**src/rtl/fake_differential_delay_ctrl.sv**
```systemverilog
// DELAYF tap controller: walks one lane's delay tap to an absolute target with MOVE strobes,
// or reloads every lane to tap 0 through LOADN. One request in flight; req_ready only in IDLE.
module fake_differential_delay_ctrl #(
  parameter int MOVE_HI     = 2,
  parameter int MOVE_LO     = 2,
  parameter int LOAD_CYCLES = 4
) (
  input  logic       clk,
  input  logic       rst,
  input  logic       req_valid,
  output logic       req_ready,
  input  logic [1:0] req_lane,
  input  logic [6:0] req_tap,
  input  logic       clear,
  output logic [3:0] move,
  output logic       dir,
  output logic       loadn,
  output logic [6:0] tap0,
  output logic [6:0] tap1,
  output logic [6:0] tap2,
  output logic [6:0] tap3,
  output logic       busy,
  output logic       done
);

  typedef enum logic [2:0] {
    S_LOAD, S_IDLE, S_SETUP, S_PULSE_HI, S_PULSE_LO, S_FINISH
  } state_t;

  localparam logic [3:0] LOAD_LAST = 4'(LOAD_CYCLES - 1);
  localparam logic [3:0] HI_LAST   = 4'(MOVE_HI - 1);
  localparam logic [3:0] LO_LAST   = 4'(MOVE_LO - 1);

  state_t     r_state;
  logic [3:0] r_cnt;
  logic [3:0] r_move;
  logic       r_dir;
  logic       r_loadn;
  logic       r_done;
  logic [1:0] r_lane;
  logic [6:0] r_target;
  logic       r_nop;
  logic [6:0] r_tap [4];

  assign req_ready = (r_state == S_IDLE) && !clear;
  assign busy      = (r_state != S_IDLE);
  assign move      = r_move;
  assign dir       = r_dir;
  assign loadn     = r_loadn;
  assign done      = r_done;
  assign tap0      = r_tap[0];
  assign tap1      = r_tap[1];
  assign tap2      = r_tap[2];
  assign tap3      = r_tap[3];

  always_ff @(posedge clk or posedge rst) begin
    if (rst) begin
      r_state  <= S_LOAD;
      r_cnt    <= '0;
      r_move   <= '0;
      r_dir    <= 1'b0;
      r_loadn  <= 1'b0;
      r_done   <= 1'b0;
      r_lane   <= '0;
      r_target <= '0;
      r_nop    <= 1'b0;
      r_tap    <= '{default: '0};
    end else begin
      r_done <= 1'b0;
      case (r_state)
        S_LOAD: begin
          r_loadn <= 1'b0;
          r_move  <= '0;
          if (r_cnt == LOAD_LAST) begin
            r_state <= S_IDLE;
            r_cnt   <= '0;
            r_loadn <= 1'b1;
            r_done  <= 1'b1;
            r_tap   <= '{default: '0};
          end else begin
            r_cnt <= r_cnt + 4'd1;
          end
        end
        S_IDLE: begin
          if (clear) begin
            r_state <= S_LOAD;
            r_cnt   <= '0;
            r_loadn <= 1'b0;
          end else if (req_valid) begin
            r_lane   <= req_lane;
            r_target <= req_tap;
            if (req_tap == r_tap[req_lane]) begin
              r_state <= S_FINISH;
              r_nop   <= 1'b1;
            end else begin
              r_state <= S_SETUP;
              r_nop   <= 1'b0;
              r_dir   <= (req_tap < r_tap[req_lane]);
            end
          end
        end
        S_SETUP: begin
          r_state <= S_PULSE_HI;
          r_cnt   <= '0;
          r_move  <= 4'b0001 << r_lane;
        end
        S_PULSE_HI: begin
          if (r_cnt == HI_LAST) begin
            r_state       <= S_PULSE_LO;
            r_cnt         <= '0;
            r_move        <= '0;
            r_tap[r_lane] <= r_dir ? r_tap[r_lane] - 7'd1 : r_tap[r_lane] + 7'd1;
          end else begin
            r_cnt <= r_cnt + 4'd1;
          end
        end
        S_PULSE_LO: begin
          if (r_cnt == LO_LAST) begin
            r_cnt <= '0;
            if (r_tap[r_lane] == r_target) begin
              r_state <= S_FINISH;
              r_done  <= 1'b1;
            end else begin
              r_state <= S_PULSE_HI;
              r_move  <= 4'b0001 << r_lane;
            end
          end else begin
            r_cnt <= r_cnt + 4'd1;
          end
        end
        S_FINISH: begin
          // A no-move request reports done one cycle later so both paths share the 2-cycle overhead.
          r_state <= S_IDLE;
          if (r_nop) r_done <= 1'b1;
        end
        default: r_state <= S_LOAD;
      endcase
    end
  end

endmodule
```
**config.mk**
```make
export PLATFORM = sky130hd
export DESIGN_NAME = fake_differential_delay_ctrl
export DESIGN_NICKNAME = d
export VERILOG_FILES = /design/src/rtl/fake_differential_delay_ctrl.sv
export SDC_FILE = /design/constraint.sdc
export NUM_CORES = 1
export LEC_CHECK = 0
export BUFFER_PORTS_ARGS = -buffer_cell sky130_fd_sc_hd__buf_2
export CAP_MARGIN = 20
export CORE_UTILIZATION = 30
export CTS_BUF_LIST = sky130_fd_sc_hd__clkbuf_8
export DETAILED_ROUTE_END_ITERATION = 10
export GPL_ROUTABILITY_DRIVEN = 0
export SLEW_MARGIN = 20
export SYNTH_ARGS = -nofsm -noshare
export SYNTH_HDL_FRONTEND = slang
export SYNTH_SLANG_ARGS = --single-unit
```
**constraint.sdc**
```tcl
create_clock -name clk -period 3.5 [get_ports clk]
set_input_delay 0.35 -clock clk [delete_from_list [all_inputs] [get_ports clk]]
set_output_delay 0.35 -clock clk [all_outputs]
set_load 0.02 [all_outputs]
```
=== Yosys cells after proc, flatten, opt, wreduce, memory -nomap -nowiden ===
Index checks and enable logic that the tools add are counted.

* Input bits: 13
* Logic and storage cells: 94
* Output and inout bits: 37
* Register bits after elaboration: 52

* Shifts and indexed selects: 1
* Order comparisons: 4
* Bitwise operators: 4
* Equal/unequal tests: 16
* Reductions and logical operators: 16
* $add $sub $neg: 3
* Multiplexer cells: 37

{| class="wikitable"
|+ Operator list
! kind !! count
|-
| $mux 28 || 2
|-
| $pmux 28 s2 || 1
|-
| $mux 7 || 6
|-
| $pmux 4 s4 || 2
|-
| $bmux 7 s2 || 2
|-
| $bwmux 28 || 1
|-
| $mux 4 || 6
|-
| $mux 3 || 7
|-
| $pmux 3 s6 || 1
|-
| $demux 7 s2 || 1
|-
| $eq 7x7->1 || 2
|-
| $reduce_and 4->1 || 3
|-
| $ne 2x2->1 const B || 5
|-
| $reduce_bool 4->1 || 2
|-
| $add 7x1->7 const B || 1
|-
| $lt 7x7->1 || 1
|-
| $sub 7x1->7 const B || 1
|-
| $eq 3x2->1 const B || 2
|-
| $eq 3x3->1 const B || 2
|-
| $ge 3x3->1 const B || 2
|-
| $mux 1 || 6
|-
| $not 2->3 || 2
|-
| $reduce_and 3->1 || 2
|-
| $add 4x1->4 const B || 1
|-
| 16 further kinds || 20
|}

=== Longest topological paths before layout ===
* Depth in word-level cells: 9
* Gate-level depth with buffers: 9
* Mapped depth without buffers: 8

=== Worst setup path before layout ===
Ideal clock, no wire load.

* Kind: register to register
* Start point: register r_lane[0]
* End point: register r_tap (netlist bit tap0[6])
* Arrival: 2283 ps
* Clock period less this slack: 2404 ps
* Cell stages (with the launch flop): 9
* Library setup time: 121 ps
* Data required time: 3379 ps
* Setup slack: 1096 ps
* Path through: dfrtp_1 buf_6 mux4_1 fa_1 a211oi_1 o21bai_1 a21oi_1 xnor2_1 a22o_1

* Cells in the longest elaborated chain, start to end: 9

{| class="wikitable"
|+ RTL lines
! element !! line !! RTL
|-
| start: declaration || 40 || <nowiki>logic [1:0] r_lane;</nowiki>
|-
| start signal: assignment || 90 || <nowiki>r_lane <= req_lane;</nowiki>
|-
| $not 2->3 * || 112 || <nowiki>r_tap[r_lane] <= r_dir ? r_tap[r_lane] - 7'd1 : r_tap[r_lane] + 7'd1;</nowiki>
|-
| $bmux 7 s2 || 112 ||
|-
| $mux 7 (implied by the code) (2 in series) || 112 ||
|-
| $add 7x1->7 / $sub 7x1->7 (equally long branches) || 112 ||
|-
| $mux 7 || 112 ||
|-
| $bwmux 28 * || 112 ||
|-
| $mux 28 * || 108 || <nowiki>if (r_cnt == HI_LAST) begin</nowiki>
|-
| $pmux 28 s2 * || 70 || <nowiki>case (r_state)</nowiki>
|-
| end signal: indexed assignment || 112 ||
|-
| end: declaration || 43 || <nowiki>logic [6:0] r_tap [4];</nowiki>
|}

Mark *: on every way between the ends. The rest lies on a longest branch, timed or not. The select of a mux whose other input is x is not followed.
A chain may end at the register's enable or synchronous reset.

=== Worst setup path after layout ===
* Start point: register r_lane[0]
* End point: register r_tap (netlist bit tap2[6])

The elaborated chain is that of the path after synthesis.

==> impl_metrics.py <==
metrics = {
    "final_layout": {
        "multi_input_area_mm2": 0.001730,
        "syn2layout_area_growth_pct": 14.74,
        "fin_nets": 358,
        "layout-drive-gt1-share": 0.2659,
        "final_common_cell": "dfrtp_1",
        "fillers": 1015,
        "layout_common_cells": "52 x dfrtp_1, 49 x buf_2, 27 x nand2_1",
        "antenna_cells": 0,
        "seq_area_mm2": 0.001301,
    },
    "clock_tree": {
        "clkLatencyLatePin_ns": 0.30,
        "cts_max_level": 2,
        "cts_tree": "yes",
        "cts_root_buf": "clkbuf_8",
        "clock-sinks": 52,
        "clockBufferDepth": 2,
        "cts-buffers-inserted": 5,
        "cts_hold_buf": 0,
        "clkTransAtPathRegs_ns": 0.10,
        "ctsResizeCount": 0,
        "post_cts_buffers": 0,
    },
    "global_route": {
        "grt_usage": 0.1553,
        "grt_max_degree": 53,
        "antenna_found_initial": 0,
        "gr-total-overflow": 0,
        "grt_pass1_wl_mm": 13.28,
        "grt_pass1_vias": 2466,
    },
    "detailed_routing": {
        "wl_per_cell_um": 17.37,
        "drc": 0,
        "vias": 2467,
        "routed_wirelength_mm": 8.111,
        "drtPass1Iterations": 4,
        "drt_iter0_drc": 108,
        "ant_nets": 0,
        "avgViaCountPerCell": 5.283,
    },
    "floorplan": {
        "io_pins": 50,
        "die_w_um": 104.5,
        "core_area_mm2": 0.01023,
        "initial_utilization": 0.3078,
        "die_h_um": 104.5,
        "rows": 37,
        "dieArea_mm2": 0.01091,
    },
    "worst_setup_path": {
        "critical_path_class": "flop to flop",
        "slowest_delay_ns": 0.75,
        "arrival_ns": 3.15,
        "critPathTopFamily": "flip-flops",
        "crit_slowest_cell": "dfrtp_1",
        "cp.required_ns": 3.70,
        "end_kind": "flop",
        "worst-path-buf-inv": 0,
        "cp_max_fo": 16,
        "crit_chain": "mux4_1 -> fa_1 -> a211oi_1 -> o21bai_1 -> a21oi_1 -> xnor2_1 -> a22o_1",
        "cp-start-kind": "flop",
    },
    "pwr": {
        "p_leak_nw": 1.730,
        "powerDensity_mw_per_mm2": 717.6,
        "max-vdd-ir-drop_v": 0.0002589,
    },
    "yosys": {
        "synth-seq-cells": 52,
        "synth_cells": 286,
        "yosysSeqAreaShare": 0.4132,
        "synth_area_mm2": 0.003149,
        "yosys_warnings": 0,
        "syn_nets": 314,
        "synth.distinct_cells": 51,
        "syn_area_per_cell_um2": 11.01,
    },
    "placed_design": {
        "dp_hpwl_mm": 6.015,
        "port_buffers": 49,
    },
    "run": {
        "maxCapViolCount": 0,
    },
    "timing": {
        "report.final.slew_viol_count": 0,
        "fin_hold_ws_ns": 0.03338,
        "period_share": 0.8422,
        "tns_ns": 0,
        "tightest_slew_ns": 0.8376,
        "slew-limit-headroom": 0.4378,
        "final.setup_skew_ns": 0.006068,
        "max_freq_ghz": 0.3392,
        "hold_violations": 0,
        "setup_violations": 0,
        "grt_setup_unrepaired": "false",
        "period_minus_slack_ns": 2.948,
    },
    "run_status": {
        "status": "completed",
    },
    "hold_path": {
        "hp-class": "primary input to asynchronous set/reset pin",
    },
}
routing by layer:
metal,routed length (um),up-vias,track usage
met2,3695,73,0.2375
met1,3894,1221,0.2173
met3,350,16,0.02945
met4,171,0,0.05714
met5,0,-,0
li1,-,1157,-
logic make-up after synthesis:
family                   Yosys count  synth area share
flip-flops                        52            0.4132
XOR/XNOR                          13           0.03615
multiplexers                      28            0.1561
AND/OR/NAND/NOR                   76            0.1172
buffers and inverters             26           0.03735
adder cells (fa/ha/maj)           15           0.06198
AO/OA/AOI/OAI                     76            0.1780
power by group:
group / switching, W / internal (W) / total, W / leakage, nW
Sequential: 0.000264 / 0.000761 / 0.00102 / 0.700
Clock: 0.000205 / 0.000162 / 0.000367 / 0.0516
Combinational: 0.000670 / 0.000531 / 0.00120 / 0.979
Total: 0.00114 / 0.00145 / 0.00259 / 1.73
per-stage QoR:
step | utilization | power, W | instances | cell area (um^2) | setup slack, ns
2_1_floorplan | - | 0.001909 | 286 | 3149 | 1.096
3_3_place_gp | 0.3417 | 0.002198 | 458 | 3496 | 0.6309
3_5_place_dp | 0.3417 | 0.002223 | 458 | 3496 | 0.5675
4_1_cts | 0.3511 | 0.002595 | 466 | 3592 | 0.5693
5_1_grt | 0.3532 | 0.002777 | 467 | 3613 | 0.3419
6_report | 0.3532 | 0.002593 | 467 | 3613 | 0.5522
flip-flops by register name (all words and copies together) (netlist names), 2 cells and up:
signal and cells:
tap0 7, tap2 7, r_lane 2, r_target 7, tap1 7, r_cnt 4
move 4, r_state 3, tap3 7
path summary, 6_finish.rpt:
check / slack (ns) / depth (start not counted) / start / to
max in group asynchronous: 2.97 / 3 / rst / tap2[5]
hold / removal: 0.03 / 2 / rst / r_cnt[3]
min in group clk: 0.30 / 2 / req_tap[2] / r_target[2]
hold reg to reg: 0.49 / 2 / loadn / loadn
setup reg to reg: 0.55 / 7 / r_lane[0] / tap2[6]
setup / recovery: 0.55 / 7 / r_lane[0] / tap2[6]
synth_stat cells, drive strengths merged:
library cell  number  area share
a211o              2      0.0056
xor2               2      0.0056
a2111oi            1      0.0048
and3               1      0.0020
a211oi             1      0.0024
buf                3      0.0068
nand4b             1      0.0028
o211ai             1      0.0024
a221oi             2      0.0075
a31oi              2      0.0040
a2111o             1      0.0036
o21ai             24       0.038
nand2             27       0.032
ha                14       0.056
o22ai              1      0.0020
o21a               1      0.0024
o22a               2      0.0056
o2bb2ai            1      0.0028
nand3b             1      0.0024
nor2              18       0.021
o41ai              2      0.0056
dfrtp             52        0.41
or3b               3      0.0083
xnor2             11       0.031
or4b               1      0.0032
a21o               6       0.015
mux2              14       0.050
o31ai              2      0.0091
nand3              5      0.0079
o21bai             1      0.0024
clkbuf            10       0.015
a21oi              6      0.0095
o2111ai            1      0.0028
inv               13       0.015
nand4              2      0.0040
nor2b              5      0.0099
a22o              19       0.053
fa                 1      0.0064
nand2b             3      0.0060
nor3               6      0.0095
nor3b              2      0.0048
nor4b              1      0.0028
mux4              14        0.11
layout make-up:
cell class	instances	area share
Multi-Input combinational cell	208	0.4789
Inverter	13	0.01385
Tap cell	136	0.04709
Clock inverter	2	0.003809
Sequential cell	52	0.3601
Clock buffer	6	0.02285
Timing Repair Buffer	50	0.07341
(Power assumes the default switching activity.)
